## src/rtl/probe_conditioner_if.sv

```systemverilog
// probe_conditioner_if: groups the gate, filter-exponent and probe lanes that
// connect the probe pins to the conditioner and on to the correlator.
interface probe_conditioner_if #(
  parameter int N_PROBE        = 4,
  parameter int MAX_FILTER_EXP = 4,
  parameter int FEXP_W         = $clog2(MAX_FILTER_EXP + 1)
);
  logic               i_cg;
  logic [FEXP_W-1:0]  i_filterExp;
  logic [N_PROBE-1:0] i_probe;
  logic [N_PROBE-1:0] o_probe;
  logic [N_PROBE-1:0] o_toggle;
  logic [N_PROBE-1:0] o_activity;

  // Driver side: owns the gate, the filter setting and the raw pins.
  modport master (
    output i_cg, i_filterExp, i_probe,
    input  o_probe, o_toggle, o_activity
  );

  // Conditioner side.
  modport slave (
    input  i_cg, i_filterExp, i_probe,
    output o_probe, o_toggle, o_activity
  );
endinterface

```

## src/rtl/probe_conditioner.sv

```systemverilog
// probe_conditioner: per-lane synchroniser, runtime-selectable deglitch
// filter and one-cycle toggle strobe for the correlator probe pins.
// Optional activity stretcher enabled by defining PROBE_CONDITIONER_STRETCH_EN.
module probe_conditioner #(
  parameter int N_PROBE        = 4,
  parameter int SYNC_STAGES    = 2,
  parameter int MAX_FILTER_EXP = 4,
  parameter int STRETCH_EXP    = 20
) (
  input  logic i_clk,
  input  logic i_rst,
  probe_conditioner_if.slave bus
);
  localparam int FEXP_W = $clog2(MAX_FILTER_EXP + 1);
  localparam int CNT_W  = MAX_FILTER_EXP + 1;

  logic [N_PROBE-1:0] r_sync [SYNC_STAGES];
  logic [CNT_W-1:0]   r_cnt [N_PROBE];
  logic [N_PROBE-1:0] r_probe;
  logic [N_PROBE-1:0] r_toggle;
  logic [FEXP_W-1:0]  r_fexp;
  logic               r_fexp_chg;

  logic [FEXP_W-1:0]  w_fexp;
  logic [CNT_W-1:0]   w_thresh;
  logic [N_PROBE-1:0] w_sync_out;
  logic [CNT_W-1:0]   w_cnt_inc [N_PROBE];
  logic [N_PROBE-1:0] w_fire;

  // Clamp the requested exponent so the threshold never exceeds 2**MAX.
  always_comb begin
    if (bus.i_filterExp > FEXP_W'(MAX_FILTER_EXP)) begin
      w_fexp = FEXP_W'(MAX_FILTER_EXP);
    end else begin
      w_fexp = bus.i_filterExp;
    end
  end

  assign w_thresh   = CNT_W'(1) << r_fexp;
  assign w_sync_out = r_sync[SYNC_STAGES-1];

  // Per lane: decide whether the synchronised level has been stable long enough.
  always_comb begin
    w_fire = '0;
    for (int i = 0; i < N_PROBE; i++) begin
      w_cnt_inc[i] = r_cnt[i] + CNT_W'(1);
      if (r_fexp_chg) begin
        w_fire[i] = 1'b0;
      end else if ((w_sync_out[i] != r_probe[i]) && (w_cnt_inc[i] >= w_thresh)) begin
        w_fire[i] = 1'b1;
      end else begin
        w_fire[i] = 1'b0;
      end
    end
  end

  // Synchroniser chain, filter-exponent register and per-lane deglitch counters.
  always_ff @(posedge i_clk or posedge i_rst) begin
    if (i_rst) begin
      for (int k = 0; k < SYNC_STAGES; k++) begin
        r_sync[k] <= '0;
      end
      for (int i = 0; i < N_PROBE; i++) begin
        r_cnt[i] <= '0;
      end
      r_probe    <= '0;
      r_toggle   <= '0;
      r_fexp     <= '0;
      r_fexp_chg <= 1'b0;
    end else if (bus.i_cg) begin
      r_sync[0] <= bus.i_probe;
      for (int k = 1; k < SYNC_STAGES; k++) begin
        r_sync[k] <= r_sync[k-1];
      end
      r_fexp     <= w_fexp;
      r_fexp_chg <= (w_fexp != r_fexp);
      for (int i = 0; i < N_PROBE; i++) begin
        // A new threshold restarts every lane; a matching level drops any partial count.
        if (r_fexp_chg || (w_sync_out[i] == r_probe[i])) begin
          r_cnt[i]    <= '0;
          r_toggle[i] <= 1'b0;
        end else if (w_fire[i]) begin
          r_probe[i]  <= w_sync_out[i];
          r_cnt[i]    <= '0;
          r_toggle[i] <= 1'b1;
        end else begin
          r_cnt[i]    <= w_cnt_inc[i];
          r_toggle[i] <= 1'b0;
        end
      end
    end
  end

  assign bus.o_probe  = r_probe;
  // The strobe register holds while gated, so mask it to keep it one enabled cycle wide.
  assign bus.o_toggle = r_toggle & {N_PROBE{bus.i_cg}};

`ifdef PROBE_CONDITIONER_STRETCH_EN
  logic [STRETCH_EXP-1:0] r_stretch [N_PROBE];
  logic [N_PROBE-1:0]     r_activity;

  // Activity stretcher: reload on each strobe, count down to zero otherwise.
  always_ff @(posedge i_clk or posedge i_rst) begin
    if (i_rst) begin
      for (int i = 0; i < N_PROBE; i++) begin
        r_stretch[i] <= '0;
      end
      r_activity <= '0;
    end else if (bus.i_cg) begin
      for (int i = 0; i < N_PROBE; i++) begin
        if (w_fire[i]) begin
          r_stretch[i]  <= '1;
          r_activity[i] <= 1'b1;
        end else if (r_stretch[i] != '0) begin
          r_stretch[i]  <= r_stretch[i] - STRETCH_EXP'(1);
          r_activity[i] <= (r_stretch[i] != STRETCH_EXP'(1));
        end else begin
          r_activity[i] <= 1'b0;
        end
      end
    end
  end

  assign bus.o_activity = r_activity;
`else
  assign bus.o_activity = '0;
`endif

endmodule

```

## src/flat_wrapper.sv

```systemverilog
// flat-port wrapper written by rule: the top's interface ports become plain ports
module probe_conditioner_flat 
#(
  parameter int N_PROBE        = 4,
  parameter int SYNC_STAGES    = 2,
  parameter int MAX_FILTER_EXP = 4,
  parameter int STRETCH_EXP    = 20
)
  (i_clk, i_rst, bus_i_cg, bus_i_filterExp, bus_i_probe, bus_o_probe, bus_o_toggle, bus_o_activity);
  probe_conditioner_if #(.N_PROBE(N_PROBE), .MAX_FILTER_EXP(MAX_FILTER_EXP)) bus_i ();
  input  logic i_clk;
  input  logic i_rst;
  input wire logic [$bits(bus_i.i_cg)-1:0] bus_i_cg;
  input wire logic [$bits(bus_i.i_filterExp)-1:0] bus_i_filterExp;
  input wire logic [$bits(bus_i.i_probe)-1:0] bus_i_probe;
  output wire logic [$bits(bus_i.o_probe)-1:0] bus_o_probe;
  output wire logic [$bits(bus_i.o_toggle)-1:0] bus_o_toggle;
  output wire logic [$bits(bus_i.o_activity)-1:0] bus_o_activity;
  assign bus_i.i_cg = bus_i_cg;
  assign bus_i.i_filterExp = bus_i_filterExp;
  assign bus_i.i_probe = bus_i_probe;
  assign bus_o_probe = bus_i.o_probe;
  assign bus_o_toggle = bus_i.o_toggle;
  assign bus_o_activity = bus_i.o_activity;
  probe_conditioner #(.N_PROBE(N_PROBE), .SYNC_STAGES(SYNC_STAGES), .MAX_FILTER_EXP(MAX_FILTER_EXP), .STRETCH_EXP(STRETCH_EXP)) u_core (.i_clk(i_clk), .i_rst(i_rst), .bus(bus_i));
endmodule
```

## config.mk

```make
export PLATFORM = sky130hd
export DESIGN_NAME = probe_conditioner_flat
export DESIGN_NICKNAME = d
export VERILOG_FILES = /design/src/rtl/probe_conditioner_if.sv /design/src/rtl/probe_conditioner.sv /design/src/flat_wrapper.sv
export SDC_FILE = /design/constraint.sdc
export NUM_CORES = 1
export LEC_CHECK = 0
export CAP_MARGIN = 20
export CORE_MARGIN = 1
export CORE_UTILIZATION = 55
export DETAILED_ROUTE_END_ITERATION = 16
export MAX_ROUTING_LAYER = met4
export PLACE_DENSITY = 0.8
export REMOVE_ABC_BUFFERS = 1
export SETUP_SLACK_MARGIN = 0.4
export SKIP_LAST_GASP = 1
export SLEW_MARGIN = 20
export SYNTH_ARGS = -nofsm -noshare
export SYNTH_HDL_FRONTEND = slang
export SYNTH_SLANG_ARGS = --single-unit
```

## constraint.sdc

```tcl
create_clock -name i_clk -period 4 [get_ports i_clk]
set_input_delay 1.2 -clock i_clk [delete_from_list [all_inputs] [get_ports i_clk]]
set_output_delay 1.2 -clock i_clk [all_outputs]
set_load 0.02 [all_outputs]
```

Word level (Yosys, flattened, before mapping):

Cells that the tools add are included.

* logic and storage cells: 74
* bits in registers: 40
* bits of input ports: 10
* output and inout bits: 12

* bitwise gates (word level): 5
* eq/ne operators: 9
* muxes and demuxes: 25
* order comparisons: 5
* shift operators: 1
* reductions and logical operators: 12
* add/sub/neg operators: 4

Operators with widths (number)
* 5-bit two-way mux: 8
* 5-bit by 1-bit adder with 5-bit output (second input constant): 4
* 5-bit greater-or-equal comparator: 4
* 1-bit two-way mux: 16
* 3-bit AND reduction: 4
* 1-bit by 3-bit << shifter with 5-bit output (first input constant): 1
* 4-bit AND: 1
* 1-bit equality test: 4
* 1-bit logical AND: 4
* 1-bit logical OR: 4
* 1-bit != test: 4
* 1-bit inverter: 4
* 3-bit greater-than comparator (second input constant): 1
* 3-bit two-way mux: 1
* 3-bit != test: 1

Logic depth before layout (Yosys ltp):

* depth after elaboration: 7
* mapped depth: 9
* gate-level depth less buffers: 9

Least setup slack after synthesis:

No wires, ideal clock.

* path type: input -> output
* from: input bus_i_cg
* to: output bus_o_toggle[3]
* stages: 3
* path slack: 1.072 ns
* data arrival time: 1.728 ns
* path buffers: 1
* path through: inv_1 > clkbuf_1 > nor2_1

* longest elaborated chain between the ends: 1

RTL lines
* start, declared: line flat_wrapper.sv:13 `input wire logic [$bits(bus_i.i_cg)-1:0] bus_i_cg;`
* 4-bit AND: line probe_conditioner.sv:96 `assign bus.o_toggle = r_toggle & {N_PROBE{bus.i_cg}};`
* end, declared: line flat_wrapper.sv:17 `output wire logic [$bits(bus_i.o_toggle)-1:0] bus_o_toggle;`

Every way passes these cells.

Worst setup path in the final report:

* from: input bus_i_cg
* to: output bus_o_toggle[2]

Same word-level chain as after synthesis.

==> metrics.json <==
{
  "timing.setup.critical_path_class": {"value": "input pin to primary output"},
  "endpoint_kind": {"value": "primary output"},
  "combinational_family_with_the_most_area_after_synthesis": {"value": "compound AO/OA/AOI/OAI gates"},
  "final.hold.worst_slack": {"value": 0.493, "unit": "ns"},
  "synthesized_area": {"value": 2410, "unit": "µm²"},
  "synthArstFlopShare": {"value": 100, "unit": "%"},
  "power-per-cell-area": {"value": 404, "unit": "nW/µm²"},
  "grt_max_degree": {"value": 41},
  "power.sequential.fraction": {"value": 44.2, "unit": "%"},
  "numCtsBuffers": {"value": 5},
  "area_of_combinational_cells_with_multiple_inputs": {"value": 1340, "unit": "µm²"},
  "cts-root-buf": {"value": "clkbuf_8"},
  "startpoint_type": {"value": "input pin"},
  "wl_met1": {"value": 2.09, "unit": "mm"},
  "pwr-share-comb": {"value": 26.1, "unit": "%"},
  "postSynthAreaPerCell": {"value": 11.1, "unit": "µm²"},
  "drt-wirelength-per-cell": {"value": 16.8, "unit": "µm"},
  "drv.max_cap_violation_count": {"value": 0},
  "initialDrtViolationCount": {"value": 96},
  "arrival": {"value": 2.30, "unit": "ns"},
  "worst_ir_drop_vdd": {"value": 0.235, "unit": "mV"},
  "met2_wirelength": {"value": 2.56, "unit": "mm"},
  "total_overflow_reported_by_the_global_router": {"value": 0},
  "synth_simple_gate_area_share": {"value": 12.4, "unit": "%"},
  "r2r_slack": {"value": 1.40, "unit": "ns"},
  "ctsHtreeMaxLevel": {"value": 2},
  "net_switching_power_figure": {"value": 333, "unit": "µW"},
  "clock_power_share": {"value": 29.7, "unit": "%"},
  "report.final.slew_viol_count": {"value": 0},
  "tcrit_tclk_final": {"value": 87.5, "unit": "%"},
  "clkSinkCount": {"value": 40},
  "die_h": {"value": 68.2, "unit": "µm"},
  "finalSetupTns": {"value": 0, "unit": "ns"},
  "internal_power": {"value": 771, "unit": "µW"},
  "crit_path_max_incr_delay": {"value": 0.45, "unit": "ns"},
  "yosys_most_used_dff": {"value": "dfrtp_1"},
  "crit_required": {"value": 2.80, "unit": "ns"},
  "dieWidth": {"value": 68.2, "unit": "µm"},
  "die-area": {"value": 4650, "unit": "µm²"},
  "synth-seq-cells": {"value": 40},
  "number_of_setup_violations_in_the_final_report": {"value": 0},
  "detailed_place.area": {"value": 2640, "unit": "µm²"},
  "synth_edf_count": {"value": 0},
  "drive_above_1_share": {"value": 16.2, "unit": "%"},
  "crit_slowest_cell": {"value": "clkdlybuf4s50_1"},
  "clock_insertion_delay_worst_skew": {"value": 0.29, "unit": "ns"},
  "detailedPlacementHpwl": {"value": 3.40, "unit": "mm"},
  "detailedRoute.firstPassIterationCount": {"value": 4},
  "core_region_area": {"value": 4120, "unit": "µm²"},
  "num-nets-final": {"value": 270},
  "timing.final.crit_period": {"value": 3.50, "unit": "ns"},
  "critical_path_buffer_and_inverter_count": {"value": 3},
  "worst_r2r_endpoint": {"value": "u_core.bus.o_probe[0]"},
  "routed_via_density": {"value": 6.02},
  "globalplace.congestion": {"value": 0.829},
  "totalPowerFinal": {"value": 1.10, "unit": "mW"},
  "yosys.area_share.adder": {"value": 12.1, "unit": "%"},
  "antenna_cells_inserted": {"value": 0},
  "cts_setup_buffers": {"value": 0},
  "final_cell_area": {"value": 2730, "unit": "µm²"},
  "worstRegToRegCells": {"value": 7},
  "clock.fmax": {"value": 286, "unit": "MHz"},
  "timing.final.hold_violations": {"value": 0},
  "first_global_vias": {"value": 1739},
  "synth_xor_area_share": {"value": 6.18, "unit": "%"},
  "hold-path-endpoint": {"value": "u_core.r_toggle[1]"},
  "tritoncts_clock_tree": {"value": "yes"},
  "port_buffer_count": {"value": 17},
  "global_route_wire_length_before_repair": {"value": 8.07, "unit": "mm"},
  "crit_fanout": {"value": 11},
  "preCtsSetupSlack": {"value": 0.133, "unit": "ns"},
  "run_status": {"value": "finished clean"},
  "wl_met3": {"value": 143, "unit": "µm"},
  "synth-seq-area-share": {"value": 41.5, "unit": "%"},
  "num_io_pins": {"value": 22},
  "initial_core_util": {"value": 58.6, "unit": "%"},
  "holdPathStages": {"value": 1},
  "drc_violations_left": {"value": 0},
  "fraction_of_power_spent_switching_nets": {"value": 30.1, "unit": "%"},
  "utilization": {"value": 66.4, "unit": "%"},
  "regToRegStartpoint": {"value": "u_core.r_fexp[0]"},
  "postRouteAntennaNets": {"value": 0},
  "cts_buffer_depth": {"value": 2},
  "place.detailed.instances": {"value": 283},
  "total_leakage_power": {"value": 1.31, "unit": "nW"},
  "synth-compound-area-share": {"value": 16.3, "unit": "%"},
  "launch_instance_of_the_worst_min_delay_path": {"value": "u_core.r_toggle[1]"},
  "postSynthCellCount": {"value": 218},
  "final.setup.worst_slack": {"value": 0.500, "unit": "ns"},
  "filler_cell_count": {"value": 321},
  "globalRouteTotalUtil": {"value": 24.5, "unit": "%"},
  "cell_variety_after_synth": {"value": 47},
  "rsz0062_at_grt": {"value": "no"},
  "antenna_found_initial": {"value": 0},
  "fp-row-count": {"value": 23},
  "path_clk_slew": {"value": 0.07, "unit": "ns"},
  "hold_class": {"value": "flip-flop to flip-flop"},
  "cp_top_family": {"value": "buffers and inverters"},
  "synth_mux_area_share": {"value": 7.89, "unit": "%"},
  "dr_total_vias": {"value": 1751},
  "yosysWarningCount": {"value": 0},
  "clock_skew": {"value": 0.00769, "unit": "ns"},
  "detail_route.wirelength": {"value": 4.88, "unit": "mm"},
  "worst_pin_slew": {"value": 0.579, "unit": "ns"},
  "ordered_cell_list_for_the_critical_path": {"value": "clkdlybuf4s50_1, buf_4, and2_1, dlygate4sd2_1"},
  "highest_layer": {"value": "met4"},
  "slew_headroom": {"value": 61.1, "unit": "%"},
  "ff_latch_area": {"value": 1000, "unit": "µm²"},
  "final_non_filler_cells": {"value": 291},
  "syn2layout_area_growth": {"value": 13.4, "unit": "%"}
}
## cell usage in the layout, fill, tap and decap left out, types with 6 or more instances in the layout
cell	count
nor2b_1	6
mux2_2	16
xor2_1	9
nand2_1	13
o2bb2ai_1	6
nand3_1	7
xnor2_1	8
a22o_1	10
dfrtp_1	40
buf_4	6
ha_1	20
a21oi_1	9
clkdlybuf4s50_1	13
## power groups by stage
| stage | registers, mW | logic (mW) | clock network [mW] |
|---|---|---|---|
| final | 0.487 | 0.288 | 0.328 |
| after detailed placement | 0.495 | 0.287 | 0 |
| after global routing | 0.494 | 0.315 | 0.353 |
| after floorplan | 0.509 | 0.170 | 0 |
| after global placement | 0.492 | 0.277 | 0 |
| after CTS | 0.487 | 0.288 | 0.334 |
## worst max path at each step
stage | slack (ns) | start | end | cells past startpoint
floorplan | 1.07 | bus_i_cg | bus_o_toggle[3] | 2
global placement | 0.21 | bus_i_cg | bus_o_toggle[3] | 5
detailed placement | 0.13 | bus_i_cg | bus_o_toggle[3] | 5
CTS | 0.42 | bus_i_cg | bus_o_toggle[3] | 5
global route | 0.44 | bus_i_cg | bus_o_toggle[1] | 4
finish | 0.50 | bus_i_cg | bus_o_toggle[2] | 4
## cells in the mapped netlist, drive strengths merged, types with 2 or more instances
cell | number | area [µm²]
o41ai | 2 | 17.5
nor3 | 2 | 10.0
clkbuf | 3 | 11.3
nand3 | 8 | 45.0
inv | 5 | 18.8
o2bb2ai | 6 | 52.6
a32o | 3 | 30.0
ha | 20 | 250
nand2 | 13 | 48.8
or3b | 2 | 17.5
o21ai | 4 | 20.0
maj3 | 4 | 41.3
o31ai | 4 | 30.0
and3 | 3 | 18.8
or2 | 3 | 18.8
o211a | 3 | 30.0
and2 | 3 | 18.8
nor2b | 6 | 37.5
nand2b | 3 | 18.8
nor2 | 4 | 15.0
a21oi | 11 | 62.6
xnor2 | 8 | 70.1
dfrtp | 40 | 1000
a22o | 10 | 87.6
xor2 | 9 | 78.8
mux2 | 16 | 180
a21o | 2 | 15.0
buf | 8 | 53.8
## cell families (layout without fill, tap and decap cells)
group	Yosys count	in the layout
simple gates	52	52
compound gates	51	51
flops	40	40
fa+ha+maj	24	24
xor+xnor	17	17
mux	17	17
buf+inv	16	36
other cells	1	4
## sequential cells by signal, summed over array words and instances, names as in the netlist
register,flops
u_core.r_fexp_chg,1
u_core.r_toggle,4
u_core.r_sync,4
u_core.r_cnt,20
u_core.r_fexp,3
u_core.w_sync_out,4
u_core.bus.o_probe,4
## layer usage
metal  GRT usage [%]  vias up
met2            40.3       37
met4            10.7        0
met1            29.0      866
met5               -        -
met3            4.83        9
li1                -      839
## timing repair
item / 4_1_cts / 5_1_grt
endpoints found under the setup margin: 4 / 1
hold buffers: 0 / 0
resized for setup: 4 / 2
## layout make-up
cell class	count	area share, %
Clock buffer	6	2.65
Inverter	5	0.686
Sequential cell	40	36.6
Clock inverter	2	1.28
Tap cell	50	2.29
Timing Repair Buffer	23	7.55
Multi-Input combinational cell	165	48.9
## worst reg2reg max path, stage by stage (launching register included)
cell and delay [ns]:
dfrtp_1 0.48, or3b_2 0.56, ha_1 0.33, a21oi_1 0.14, o21ai_0 0.15, o211a_1 0.19
o31ai_1 0.27, mux2_2 0.37
Note: power is estimated with default switching activity, not from simulation.
